<file path="src/rtl/tm1638_responder.sv">
`timescale 1ns/1ps
`default_nettype none
// +---------------------------------------------------------------------------+
// | Module      : tm1638_responder                                            |
// | Description : Peripheral-side emulator of the TM1638 LED & KEY 3-wire     |
// |               serial interface (STB/CLK/DIO, LSB first). Accepts data,    |
// |               address and display-control commands, keeps a display      |
// |               memory and returns a key-scan snapshot on read commands.    |
// | Revision    : 1.0 - initial release                                       |
// +---------------------------------------------------------------------------+
// | Ports                                                                     |
// |   CLOCK_50     in   1             system clock                            |
// |   reset        in   1             synchronous reset, active low           |
// |   sck          in   1             serial clock from controller (idle hi)  |
// |   cs           in   1             chip select / STB, active low           |
// |   dio_i        in   1             DIO as seen at the pin                  |
// |   dio_o        out  1             DIO value to drive                      |
// |   dio_e        out  1             DIO output enable, 1 = drive            |
// |   keys         in   8*READ_BYTES  key-scan source, byte n = [8n+7:8n]     |
// |   disp_mem     out  8*MEM_BYTES   display memory, byte a = [8a+7:8a]      |
// |   display_on   out  1             display-control bit 3                   |
// |   brightness   out  3             display-control bits [2:0]              |
// |   byte_strobe  out  1             pulse per complete received byte        |
// |   frame_err    out  1             pulse when cs rises on a partial byte   |
// +---------------------------------------------------------------------------+
module tm1638_responder #(
  parameter int MEM_BYTES   = 16,
  parameter int READ_BYTES  = 4,
  parameter int SYNC_STAGES = 2
) (
  input  logic                    CLOCK_50,
  input  logic                    reset,
  input  logic                    sck,
  input  logic                    cs,
  input  logic                    dio_i,
  output logic                    dio_o,
  output logic                    dio_e,
  input  logic [8*READ_BYTES-1:0] keys,
  output logic [8*MEM_BYTES-1:0]  disp_mem,
  output logic                    display_on,
  output logic [2:0]              brightness,
  output logic                    byte_strobe,
  output logic                    frame_err
);

  localparam int c_AW = (MEM_BYTES > 1) ? $clog2(MEM_BYTES) : 1;
  localparam int c_RW = (READ_BYTES > 0) ? $clog2(8 * READ_BYTES) : 1;

  localparam logic [c_AW-1:0] c_LAST_ADDR = c_AW'(MEM_BYTES - 1);
  localparam logic [c_AW-1:0] c_PTR_ONE   = c_AW'(1);
  localparam logic [c_RW-1:0] c_RD_LAST   = c_RW'(8 * READ_BYTES - 1);
  localparam logic [c_RW-1:0] c_RD_ONE    = c_RW'(1);
  localparam logic [2:0]      c_BIT_LAST  = 3'd7;

  typedef enum logic [2:0] {
    S_WAIT_HIGH = 3'd0,
    S_IDLE      = 3'd1,
    S_CMD       = 3'd2,
    S_WRITE     = 3'd3,
    S_READ      = 3'd4,
    S_IGNORE    = 3'd5
  } state_t;

  state_t r_state;
  state_t w_next_state;

  // ---------------------------------------------------------------------------
  // Input synchronizers and edge detection.
  // The chains clear to 0 so that after reset cs is treated as "not yet seen
  // high"; S_WAIT_HIGH then waits for a real high level on the pin.
  // ---------------------------------------------------------------------------
  logic [SYNC_STAGES-1:0] r_sck_sync;
  logic [SYNC_STAGES-1:0] r_cs_sync;
  logic [SYNC_STAGES-1:0] r_dio_sync;
  logic                   r_sck_d;
  logic                   r_cs_d;

  logic w_sck;
  logic w_cs;
  logic w_dio;
  logic w_sck_rise;
  logic w_sck_fall;
  logic w_cs_rise;
  logic w_cs_fall;

  always_ff @(posedge CLOCK_50) begin
    if (!reset) begin
      r_sck_sync <= '0;
      r_cs_sync  <= '0;
      r_dio_sync <= '0;
      r_sck_d    <= 1'b0;
      r_cs_d     <= 1'b0;
    end else begin
      r_sck_sync <= {r_sck_sync[SYNC_STAGES-2:0], sck};
      r_cs_sync  <= {r_cs_sync[SYNC_STAGES-2:0], cs};
      r_dio_sync <= {r_dio_sync[SYNC_STAGES-2:0], dio_i};
      r_sck_d    <= w_sck;
      r_cs_d     <= w_cs;
    end
  end

  assign w_sck      = r_sck_sync[SYNC_STAGES-1];
  assign w_cs       = r_cs_sync[SYNC_STAGES-1];
  assign w_dio      = r_dio_sync[SYNC_STAGES-1];
  assign w_sck_rise =  w_sck & ~r_sck_d;
  assign w_sck_fall = ~w_sck &  r_sck_d;
  assign w_cs_rise  =  w_cs  & ~r_cs_d;
  assign w_cs_fall  = ~w_cs  &  r_cs_d;

  // ---------------------------------------------------------------------------
  // Qualified events. A cs rise ends the frame and masks any sck edge that
  // lands in the same cycle.
  // ---------------------------------------------------------------------------
  logic w_in_frame;
  logic w_cs_end;
  logic w_rise_ok;
  logic w_fall_ok;

  assign w_in_frame = (r_state == S_CMD)  || (r_state == S_WRITE) ||
                      (r_state == S_READ) || (r_state == S_IGNORE);
  assign w_cs_end   = w_cs_rise && (r_state != S_WAIT_HIGH);
  assign w_rise_ok  = w_sck_rise && w_in_frame && !w_cs_end;
  assign w_fall_ok  = w_sck_fall && w_in_frame && !w_cs_end;

  // ---------------------------------------------------------------------------
  // Datapath registers
  // ---------------------------------------------------------------------------
  logic [7:0]                   r_shift;
  logic [2:0]                   r_bit_cnt;
  logic                         r_byte_strobe;
  logic                         r_frame_err;
  logic                         r_fixed;
  logic [c_AW-1:0]              r_ptr;
  logic [MEM_BYTES-1:0][7:0]    r_mem;
  logic                         r_display_on;
  logic [2:0]                   r_brightness;
  logic [8*READ_BYTES-1:0]      r_snap;
  logic [c_RW-1:0]              r_rd_cnt;
  logic                         r_dio_o;
  logic                         r_dio_e;

  // ---------------------------------------------------------------------------
  // State register
  // ---------------------------------------------------------------------------
  always_ff @(posedge CLOCK_50) begin
    if (!reset) begin
      r_state <= S_WAIT_HIGH;
    end else begin
      r_state <= w_next_state;
    end
  end

  // ---------------------------------------------------------------------------
  // Next-state logic. The command byte is decoded in the cycle its
  // byte_strobe is high, when r_shift holds the complete byte.
  // ---------------------------------------------------------------------------
  always_comb begin
    w_next_state = r_state;
    case (r_state)
      S_WAIT_HIGH: begin
        if (w_cs) begin
          w_next_state = S_IDLE;
        end
      end
      S_IDLE: begin
        if (w_cs_fall) begin
          w_next_state = S_CMD;
        end
      end
      S_CMD: begin
        if (r_byte_strobe) begin
          case (r_shift[7:6])
            2'b01:   w_next_state = r_shift[1] ? S_READ : S_IGNORE;
            2'b11:   w_next_state = S_WRITE;
            default: w_next_state = S_IGNORE;
          endcase
        end
      end
      S_READ: begin
        if (w_rise_ok && (r_rd_cnt == c_RD_LAST)) begin
          w_next_state = S_IGNORE;
        end
      end
      default: begin
        w_next_state = r_state;
      end
    endcase
    if (w_cs_end) begin
      w_next_state = S_IDLE;
    end
  end

  // ---------------------------------------------------------------------------
  // Bit capture, command decode, memory write and read-back drive
  // ---------------------------------------------------------------------------
  always_ff @(posedge CLOCK_50) begin
    if (!reset) begin
      r_shift       <= '0;
      r_bit_cnt     <= '0;
      r_byte_strobe <= 1'b0;
      r_frame_err   <= 1'b0;
      r_fixed       <= 1'b0;
      r_ptr         <= '0;
      r_mem         <= '0;
      r_display_on  <= 1'b0;
      r_brightness  <= '0;
      r_snap        <= '0;
      r_rd_cnt      <= '0;
      r_dio_o       <= 1'b0;
      r_dio_e       <= 1'b0;
    end else begin
      r_byte_strobe <= 1'b0;
      r_frame_err   <= 1'b0;

      if (w_cs_end) begin
        // A non-zero bit count means a byte was cut short; it is dropped.
        r_frame_err <= (r_bit_cnt != 3'd0);
        r_bit_cnt   <= '0;
        r_rd_cnt    <= '0;
        r_dio_e     <= 1'b0;
        r_dio_o     <= 1'b0;
      end else begin
        if ((r_state == S_IDLE) && w_cs_fall) begin
          r_bit_cnt <= '0;
        end

        if (w_rise_ok) begin
          r_shift   <= {w_dio, r_shift[7:1]};
          r_bit_cnt <= r_bit_cnt + 3'd1;
          // Bits clocked during read-back are our own data, not a received byte.
          if ((r_bit_cnt == c_BIT_LAST) && (r_state != S_READ)) begin
            r_byte_strobe <= 1'b1;
          end
        end

        if (r_state == S_READ) begin
          // r_rd_cnt counts rises already sampled, so it is also the index
          // of the bit to present on the next fall.
          if (w_fall_ok) begin
            r_dio_e <= 1'b1;
            r_dio_o <= r_snap[r_rd_cnt];
          end
          if (w_rise_ok) begin
            if (r_rd_cnt == c_RD_LAST) begin
              r_rd_cnt <= '0;
              r_dio_e  <= 1'b0;
              r_dio_o  <= 1'b0;
            end else begin
              r_rd_cnt <= r_rd_cnt + c_RD_ONE;
            end
          end
        end
      end

      // A completed byte takes effect even if cs rises in the same cycle.
      if (r_byte_strobe) begin
        if (r_state == S_CMD) begin
          case (r_shift[7:6])
            2'b01: begin
              r_fixed <= r_shift[2];
              if (r_shift[1]) begin
                r_snap   <= keys;
                r_rd_cnt <= '0;
              end
            end
            2'b10: begin
              r_display_on <= r_shift[3];
              r_brightness <= r_shift[2:0];
            end
            2'b11: begin
              r_ptr <= r_shift[c_AW-1:0];
            end
            default: begin
            end
          endcase
        end else if (r_state == S_WRITE) begin
          r_mem[r_ptr] <= r_shift;
          if (!r_fixed) begin
            r_ptr <= (r_ptr == c_LAST_ADDR) ? '0 : (r_ptr + c_PTR_ONE);
          end
        end
      end
    end
  end

  assign disp_mem    = r_mem;
  assign display_on  = r_display_on;
  assign brightness  = r_brightness;
  assign byte_strobe = r_byte_strobe;
  assign frame_err   = r_frame_err;
  assign dio_o       = r_dio_o;
  assign dio_e       = r_dio_e;

endmodule
`default_nettype wire

</file>
<file path="config.mk">
export PLATFORM = sky130hd
export DESIGN_NAME = tm1638_responder
export DESIGN_NICKNAME = d
export VERILOG_FILES = /design/src/rtl/tm1638_responder.sv
export SDC_FILE = /design/constraint.sdc
export NUM_CORES = 1
export LEC_CHECK = 0
export CAP_MARGIN = 20
export CORE_MARGIN = 1
export CORE_UTILIZATION = 49
export CTS_BUF_LIST = sky130_fd_sc_hd__clkbuf_4
export DETAILED_ROUTE_END_ITERATION = 10
export PLACE_DENSITY = 0.78
export SKIP_LAST_GASP = 1
export SYNTH_ARGS = -nofsm -noshare
export SYNTH_HDL_FRONTEND = slang
export SYNTH_SLANG_ARGS = --single-unit
export TNS_END_PERCENT = 30
</file>
<file path="constraint.sdc">
create_clock -name CLOCK_50 -period 4.7 [get_ports CLOCK_50]
set_input_delay 1.41 -clock CLOCK_50 [delete_from_list [all_inputs] [get_ports CLOCK_50]]
set_output_delay 1.41 -clock CLOCK_50 [all_outputs]
set_load 0.05 [all_outputs]
</file>
# Word-level counts from Yosys, hierarchy flattened
# Index checks and enable logic that the tools add are counted.
totals:
  reg_bits: 200
  inputBits: 37
  output_inout_bits: 136
classes:
  addsub: 3
  order_cmp: 3
  eq_ne: 22
  mux: 35
  bitwise: 12
  reduce_logical: 31
op_table:
  columns: ["operator", "count"]
  rows:
  - ["$bwmux 128", 1]
  - ["$mux 5", 8]
  - ["$demux 8 s4", 1]
  - ["$mux 4", 5]
  - ["$mux 3", 6]
  - ["$ne 3x3->1 const B", 4]
  - ["$pmux 3 s4", 1]
  - ["$mux 1", 10]
  - ["$reduce_and 5->1", 2]
  - ["$eq 3x3->1 const B", 3]
  - ["$logic_and 1x1->1", 9]
  - ["$reduce_and 3->1", 3]
  - ["$mux 8", 1]
  - ["$not 1->1", 8]
  - ["$reduce_and 4->1", 2]
  - ["$eq 3x2->1 const B", 2]
  - ["$lt 5x6->1 const B", 1]
  - ["$ne 2x1->1 const B", 3]
  - ["$ne 2x2->1 const B", 3]
  - ["$pmux 3 s2", 1]
  - ["$reduce_bool 3->1", 2]
  - ["$add 5x1->5 const B", 1]
  - ["$bmux 1 s5", 1]
  - ["$eq 5x5->1 const B", 1]
  - ["19 further kinds", 27]

# Longest topological paths before layout
# Gate-level depths: netlist of run 1.
depth:
  depth_word: 13
  mapped_depth: 8

# Worst setup path after synthesis of run 1
# No wires, ideal clock.
synth_timing:
  path_kind: "input -> register"
  start: "input port reset"
  end: "register r_mem, in the netlist disp_mem[32]"
  arrival_ns: 2.279
  required_time_ns: 4.624
  path_slack_ns: 2.345
  cell_stages: 4
  path_cell_list: "clkbuf_1 > clkbuf_1 > clkbuf_1 > a21boi_0"
synth_rtl:
  columns: ["element", "line_no", "rtl"]
  rows:
  - ["start: declaration", "32", "input logic reset,"]
  - ["end signal: indexed assignment", "277", "r_mem[r_ptr] <= r_shift;"]
  - ["end: declaration", "134", "logic [MEM_BYTES-1:0][7:0] r_mem;"]
# No word-level cell between the ends.

# Worst setup path in the final report of run 1
layout_timing:
  start: "register r_byte_strobe, in the netlist byte_strobe"
  end: "output port byte_strobe"
layout_rtl:
  columns: ["element", "line_no", "rtl"]
  rows:
  - ["start: declaration", "130", "logic r_byte_strobe;"]
  - ["start signal: assignment", "200", "r_byte_strobe <= 1'b0;"]
  - ["start signal: assignment", "212", "r_byte_strobe <= 1'b0;"]
  - ["start signal: assignment", "232", "r_byte_strobe <= 1'b1;"]
  - ["end: declaration", "42", "output logic byte_strobe,"]
# No word-level cell between the ends.

==> results of run 1 <==
## sequential cells by signal, indices dropped and copies added (netlist names)
| register | count |
|---|---|
| brightness | 3 |
| byte_strobe | 1 |
| dio_e | 1 |
| dio_o | 1 |
| disp_mem | 128 |
| display_on | 1 |
| frame_err | 1 |
| r_bit_cnt | 3 |
| r_cs_d | 1 |
| r_cs_sync | 2 |
| r_dio_sync | 2 |
| r_fixed | 1 |
| r_ptr | 4 |
| r_rd_cnt | 5 |
| r_sck_d | 1 |
| r_sck_sync | 2 |
| r_shift | 8 |
| r_snap | 32 |
| r_state | 3 |
## area by class of cell
type | instances | share of cell area (%)
Timing Repair Buffer | 183 | 17.2
Sequential cell | 200 | 37.9
Clock buffer | 17 | 1.21
Antenna cell | 1 | 0.0237
Clock inverter | 15 | 2.01
Tap cell | 220 | 2.60
Inverter | 13 | 0.462
Multi-Input combinational cell | 668 | 38.6
## final timing paths
path,endpoint,cells after the start
worst min register to register,r_cs_sync[1],1
worst min-delay path,r_cs_sync[1],1
worst max-delay path,byte_strobe,1
worst max register to register,disp_mem[25],5
## logic make-up (layout without fill, tap and decap cells)
logic type / count (synthesis) / in the layout / synth area share (%)
fa+ha+maj: 9 / 9 / 1.33
simple gates: 415 / 415 / 23.4
mux: 54 / 54 / 6.70
buf+inv: 89 / 228 / 4.64
compound gates: 189 / 189 / 16.5
flops: 200 / 200 / 47.3
other cells: 0 / 1 / 0
xor+xnor: 1 / 1 / 0.192
## through the flow
stage	utilization [%]	hold slack, ns	std cells	instance area (um2)	setup slack (ns)
2_1_floorplan	-	0.412	957	8460	2.35
3_3_place_gp	61.1	0.415	1283	10200	1.91
3_5_place_dp	61.1	0.424	1283	10200	1.85
4_1_cts	63.1	0.466	1315	10500	1.34
5_1_grt	63.3	0.484	1317	10600	1.29
6_report	63.3	0.458	1317	10600	1.37
## where the power goes
part / total (uW) / internal (uW) / switching [uW]
combinational: 92.7 / 53.7 / 39.0
sequential: 1710 / 1700 / 6.23
clock: 1050 / 435 / 617
total: 2850 / 2190 / 662
## cell usage after synthesis (9+ instances only)
cell type	instances
dfxtp_1	200
nand2_1	200
a21boi_0	126
nand3_1	107
mux2i_1	51
nor2b_1	48
clkbuf_1	47
nor2_1	21
buf_2	17
a21oi_1	13
and2_1	13
inv_1	13
a21boi_1	10
ha_1	9
## per-layer routing
layer | vias up | wire length [um] | global-route usage [%]
li1 | 3496 | - | -
met1 | 3265 | 9620 | 32.2
met2 | 212 | 9820 | 38.5
met3 | 33 | 1280 | 5.56
met4 | 0 | 476 | 8.33
met5 | - | 0 | 0
## cells in the final DEF, fill, tap and decap left out, types with 2 or more instances in the layout
master / synthesis / final
a211oi_1: 5 / 5
a21boi_0: 126 / 126
a21boi_1: 10 / 10
a21oi_1: 13 / 13
a22oi_1: 2 / 2
a31oi_1: 4 / 4
and2_1: 13 / 13
and3_1: 5 / 5
buf_4: 6 / 11
bufinv_16: 0 / 4
clkbuf_4: 0 / 17
clkdlybuf4s50_1: 0 / 171
clkinv_4: 0 / 2
clkinvlp_4: 0 / 2
dfxtp_1: 200 / 200
ha_1: 9 / 9
inv_1: 13 / 13
inv_6: 0 / 5
mux2i_1: 51 / 51
mux4_2: 2 / 2
nand2_1: 200 / 200
nand2b_1: 6 / 6
nand3_1: 107 / 107
nand3_4: 4 / 4
nor2_1: 21 / 19
nor2_2: 2 / 4
nor2b_1: 48 / 46
nor2b_2: 0 / 2
o211a_1: 3 / 3
o211ai_1: 4 / 4
o21a_1: 2 / 2
o21ai_0: 7 / 7
==> flow_summary.ini, run 1 <==
[synthesis]
synth_edf_count = 0
synth_top_area_share_pct = 47.3
ys_types = 53
synth.yosys.seq_area_share_pct = 47.3
ys_warn_count = 0
synth_top_area_cell = dfxtp_1
synth_area_um2 = 8460
synth_area_leaders = dfxtp_1, a21boi_0, nand2_1, nand3_1, mux2i_1
async_reset_ff_share_pct = 0
ys.flop_type = dfxtp_1
syn_avg_cell_area_um2 = 8.84
ys_ff_latch = 200
syn_inst = 957
syn-num-nets = 1003

[detailed_routing]
drt-total-wl_mm = 21.2
wire_per_inst_um = 16.1
drc = 0
first_pass_iters = 5
drt-initial-drc-count = 438
antenna_left = 0
vias = 7006
avgViaCountPerCell = 5.32

[clock_tree]
cts_made_buffers = 17
cts_setup_buffers = 0
cts_resized = 0
cts_num_sinks = 200
root_buffer = clkbuf_4
insertion_delay_ns = 0.60
cts_buffer_depth = 2
cts_max_level = 4
postCtsHoldBufs = 0
tritoncts = done
clk_pin_slew_ns = 0.17

[placement]
dp_hpwl_mm = 13.8
port_buffers = 172
globalplace.congestion = 0.799

[global_routing]
grt_usage_pct = 24.2
grt_max_degree = 78
grt_pass1_vias = 6584
overflow = 0
antenna_found_initial = 1
grt_pass1_wl_mm = 34.0

[worst_setup_path]
crit_path_top_delay_cell = clkdlybuf4s50_1
cp-startpoint = byte_strobe
slowest_delay_ns = 0.86
critPathMaxFanout = 5
critPathTopFamily = buffers and inverters
critPathKind = reg -> out
worstSetupEndpointType = output port
cp-start-kind = flip-flop
r2r_start = r_state[1]
cp.required_ns = 3.29
reg2reg_slack_ns = 2.05
cp.arrival_ns = 1.92
critPathBufInv = 1
worstPathCellList = clkdlybuf4s50_1

[flow_run]
drv_cap = 0

[floorplanning]
start_util_pct = 50.7
die_height_um = 133
io_pins = 173
fp-row-count = 47
core_um2 = 16700
die_w_um = 133
die-area_um2 = 17800

[timing]
tightest_slew_ns = 1.10
setup-tns-final_ns = 0
hold_viol = 0
period_share_pct = 70.9
max_freq_ghz = 0.300
rsz0062_at_grt = false
skew_ns = 0.0249
relSlewSlack_pct = 26.5
period_needed_ns = 3.33
setup-violations-final = 0
finalMaxSlewViolations = 0

[pwr]
peakVddDrop_mv = 0.203
p_total_uw = 2850
power.density_nw_per_um2 = 270
p_leak_uw = 0.00363

[layout]
syn2layout_area_growth_pct = 24.9
nNetsFinal = 1129
multi_input_area_um2 = 4080
drive_gt1_share_pct = 5.75
register_area_um2 = 4000
n_fill_cell = 1465

[min_path]
hold_path.startpoint = r_cs_sync[0]
min_path_type = reg -> reg

[outcome]
outcome = complete, no violations
Note: power is estimated with default switching activity, not from simulation.
==> run 2: changes to the inputs <==
CORE_UTILIZATION = 48   (was 49)
PLACE_DENSITY = 0.79   (was 0.78)
clock period = 3 ns   (was 4.7 ns; I/O delays follow)
==> run 2 against run 1 <==
  * Global-route usage rose by 0.12 points
  * Critical path type unchanged
  * Cell area up 0.45%
  * Largest power group unchanged
  * Largest cell class unchanged
  * Utilization is 1.7 points lower
  * Wire length is 3.0% higher
==> flow_summary.ini, run 2 (synthesis gave the netlist of run 1 again) <==
[flow_run]
drv_cap = 0

[detailed_routing]
first_pass_iters = 6
avgViaCountPerCell = 5.30
vias = 7072
drt-total-wl_mm = 21.8
drc = 0
drt-initial-drc-count = 350
wire_per_inst_um = 16.3
antenna_left = 0

[worst_setup_path]
cp.required_ns = 2.10
critPathTopFamily = buffers and inverters
critPathMaxFanout = 5
worstPathCellList = clkdlybuf4s50_1
slowest_delay_ns = 0.85
cp.arrival_ns = 1.87
cp-start-kind = flip-flop
critPathKind = reg -> out
crit_path_top_delay_cell = clkdlybuf4s50_1
worstSetupEndpointType = output port
critPathBufInv = 1

[clock_tree]
postCtsHoldBufs = 0
cts_num_sinks = 200
cts_made_buffers = 17
cts_max_level = 4
cts_buffer_depth = 2
cts_resized = 0
tritoncts = done
insertion_delay_ns = 0.60
clk_pin_slew_ns = 0.15
cts_setup_buffers = 0
root_buffer = clkbuf_4

[global_routing]
overflow = 0
grt_pass1_wl_mm = 34.6
antenna_found_initial = 1
grt_usage_pct = 24.3
grt_pass1_vias = 6709
grt_max_degree = 105

[floorplanning]
die-area_um2 = 18200
start_util_pct = 49.1
fp-row-count = 48
io_pins = 173
core_um2 = 17200
die_w_um = 135
die_height_um = 135

[placement]
globalplace.congestion = 0.791
port_buffers = 172
dpl_worst_slack_ns = 0.757
placed_area_um2 = 10300
dp_hpwl_mm = 14.5

[timing]
max_freq_ghz = 0.361
period_needed_ns = 2.77
finalMaxSlewViolations = 0
relSlewSlack_pct = 31.4
period_share_pct = 92.4
rsz0062_at_grt = false
setup_ws_ns = 0.228
skew_ns = 0.0226
setup-tns-final_ns = 0
hold_viol = 0
setup-violations-final = 0
tightest_slew_ns = 1.03

[layout]
syn2layout_area_growth_pct = 25.4
n_fill_cell = 1481
utilization_pct = 61.6
multi_input_area_um2 = 4080
nNetsFinal = 1142
design_area_um2 = 10600
largest_reg_flops = 128
register_area_um2 = 4000
mostFrequentLayoutCells = nand2_1, dfxtp_1, clkdlybuf4s50_1
drive_gt1_share_pct = 6.85

[outcome]
outcome = complete, no violations

[pwr]
peakVddDrop_mv = 0.235
p_leak_uw = 0.00369
power.density_nw_per_um2 = 402

[min_path]
min_path_type = reg -> reg
[run 2: cell count changes in the layout (fill, tap and decap cells not counted)]
cell,change
buf_12,+1
buf_16,-1
buf_4,+13
bufinv_16,-3
clkinv_2,+1
clkinv_4,+2
clkinv_8,+1
clkinvlp_4,-1
inv_6,-4
inv_8,+4
[run 2: stage by stage]
step                cells  hold slack, ns  power [uW]
global route         1335           0.476        4430
global placement     1302           0.419        2880
detailed placement   1302           0.423        2880
finish               1335           0.450        4270
CTS                  1334           0.452        4310
floorplan             957           0.412        2810
[run 2: layer usage]
metal  track usage, %  share of wire [%]  vias to the layer above
met5                0                  0                        -
met4             9.49                2.0                        0
met3             7.92                8.5                       32
met2             39.6                 47                      221
met1             29.7                 43                     3303
li1                 -                  -                     3516
[run 2: report_power, final]
part	switching, uW	total, uW	internal, uW	leakage (uW)
combinational	61.0	147	85.8	0.00192
sequential	9.29	2670	2670	0.00161
clock	996	1450	450	0.000158
total	1070	4270	3200	0.00369
[run 2: worst paths after layout]
check                startpoint          end  slack (ns)  cells after the start
setup / recovery    byte_strobe  byte_strobe        0.23                      1
hold / removal    r_dio_sync[1]   r_shift[7]        0.45                      2
setup reg to reg    r_rd_cnt[0]        dio_o        0.71                      8
hold reg to reg   r_dio_sync[1]   r_shift[7]        0.45                      2
[run 2: worst min-delay path, cell delays in order (launching register included)]
cell	delay [ns]
dfxtp_1	0.33
nand2_1	0.05
a21boi_1	0.05
[run 2: final cells by class]
cell class | count | share of cell area (%)
sequential | 200 | 37.7
clock buffer | 17 | 1.20
inverter | 13 | 0.460
antenna | 1 | 0.0236
timing repair buffer | 196 | 18.0
tap | 225 | 2.65
multi-input combinational | 668 | 38.4
clock inverter | 15 | 1.54
==> run 3: changes to the inputs <==
CORE_UTILIZATION = 33   (was 48)
PLACE_DENSITY = 0.59   (was 0.79)
==> run 3 against run 2 <==
  * Combinational power barely moved
  * First-iteration DRC count rose by 28%
  * Critical path depth did not move
  * Highest routed layer unchanged
  * Sequential share of layout area fell by 0.53 points
  * Largest power group unchanged
  * Clock power rose by 8%
  * Sequential power barely moved
==> flow_summary.ini, run 3 (synthesis gave the netlist of run 1 again) <==
[timing]
rsz0062_at_grt = false
skew_ns = 0.0322
setup-violations-final = 0
period_needed_ns = 2.77
setup-tns-final_ns = 0
period_share_pct = 92.3
timing.hold.ws_ns = 0.455
finalMaxSlewViolations = 0
tightest_slew_ns = 1.01
max_freq_ghz = 0.361
relSlewSlack_pct = 32.4
setup_ws_ns = 0.231
hold_viol = 0

[global_routing]
overflow = 0
grt_pass1_vias = 6594
grt_pass1_wl_mm = 36.4
grt_max_degree = 186
grt_usage_pct = 17.7
antenna_found_initial = 1

[floorplanning]
start_util_pct = 33.6
die_w_um = 162
die_height_um = 162
io_pins = 173
fp-row-count = 58
die-area_um2 = 26300
core_um2 = 25200

[detailed_routing]
drt-initial-drc-count = 448
avgViaCountPerCell = 4.79
first_pass_iters = 4
drc = 0
antenna_left = 0
wire_per_inst_um = 16.2
dr.max_layer_used = met4
vias = 6898
routed-wl-met3_mm = 1.74
drt-total-wl_mm = 23.2
wl_met2_mm = 10.7
wirelength_met1_mm = 10.5

[clock_tree]
cts_max_level = 4
postCtsHoldBufs = 0
clk_pin_slew_ns = 0.17
root_buffer = clkbuf_4
cts_num_sinks = 200
cts_made_buffers = 17
cts_resized = 0
insertion_delay_ns = 0.59
tritoncts = done
cts_setup_buffers = 0
cts_buffer_depth = 2

[layout]
syn2layout_area_growth_pct = 27.2
mostFrequentLayoutCells = nand2_1, dfxtp_1, clkdlybuf4s50_1
largest_reg_flops = 128
drive_gt1_share_pct = 6.77
nNetsFinal = 1141

[worst_setup_path]
worstPathCellList = clkdlybuf4s50_1
critPathBufInv = 1
critPathTopFamily = buffers and inverters
cp-start-kind = flip-flop
cp.required_ns = 2.10
critPathKind = reg -> out
critPathMaxFanout = 5
cp.arrival_ns = 1.87
slowest_delay_ns = 0.85
worstSetupEndpointType = output port
crit_path_top_delay_cell = clkdlybuf4s50_1

[pwr]
power.density_nw_per_um2 = 408
p_leak_uw = 0.00369
peakVddDrop_mv = 0.277

[placement]
dp_hpwl_mm = 14.9
globalplace.congestion = 0.752
dpl_worst_slack_ns = 0.774
port_buffers = 172

[flow_run]
drv_cap = 0

[outcome]
outcome = complete, no violations

[min_path]
min_path_type = reg -> reg
run 3: cell types whose count changed in the layout (fill, tap and decap cells not counted), sizes merged:
cell | before | now
clkbuf | 17 | 18
bufinv | 1 | 2
clkinv | 7 | 5
buf | 25 | 24
run 3: metal layers:
metal / up-vias / GRT usage, %
met4: 0 / 4.80
li1: 3517 / -
met1: 3214 / 22.6
met5: - / 0
met3: 19 / 5.77
met2: 148 / 28.4
run 3: path summary, 6_finish.rpt:
kind,startpoint,endpoint,slack [ns],cells past startpoint
max,byte_strobe,byte_strobe,0.23,1
min,r_dio_sync[1],r_shift[7],0.45,2
max reg2reg,r_state[1],disp_mem[125],0.76,6
min reg2reg,r_dio_sync[1],r_shift[7],0.45,2
run 3: cell type report:
class                      instances  area [um2]
fill                            2532       14400
multi-input combinational        668        4080
sequential                       200        4000
timing repair buffer             195        1900
tap                              330         413
clock inverter                    14         183
clock buffer                      18         135
inverter                          13        48.8
antenna                            1        2.50
run 3: per-stage QoR:
| step | util [%] | cells | total power [uW] | instance area [um2] |
|---|---|---|---|---|
| floorplan | - | 957 | 2810 | 8460 |
| global placement | 41.5 | 1406 | 2880 | 10400 |
| detailed placement | 41.5 | 1406 | 2880 | 10400 |
| CTS | 42.7 | 1438 | 4450 | 10800 |
| global route | 42.8 | 1439 | 4570 | 10800 |
| finish | 42.8 | 1439 | 4390 | 10800 |
run 3: power by group:
group          internal [uW]  total, uW  leakage (uW)  switching, uW
logic                   86.0        149       0.00191           63.1
registers               2670       2680       0.00161           9.43
clock network            544       1570      0.000169           1020
total                   3300       4390       0.00369           1090
run 3: worst min-delay path, delay by kind of cell (launching register included):
| kind | cells | cell delay, ns |
|---|---|---|
| flip-flops | 1 | 0.33 |
| AO/OA/AOI/OAI | 1 | 0.05 |
| AND/OR/NAND/NOR | 1 | 0.05 |
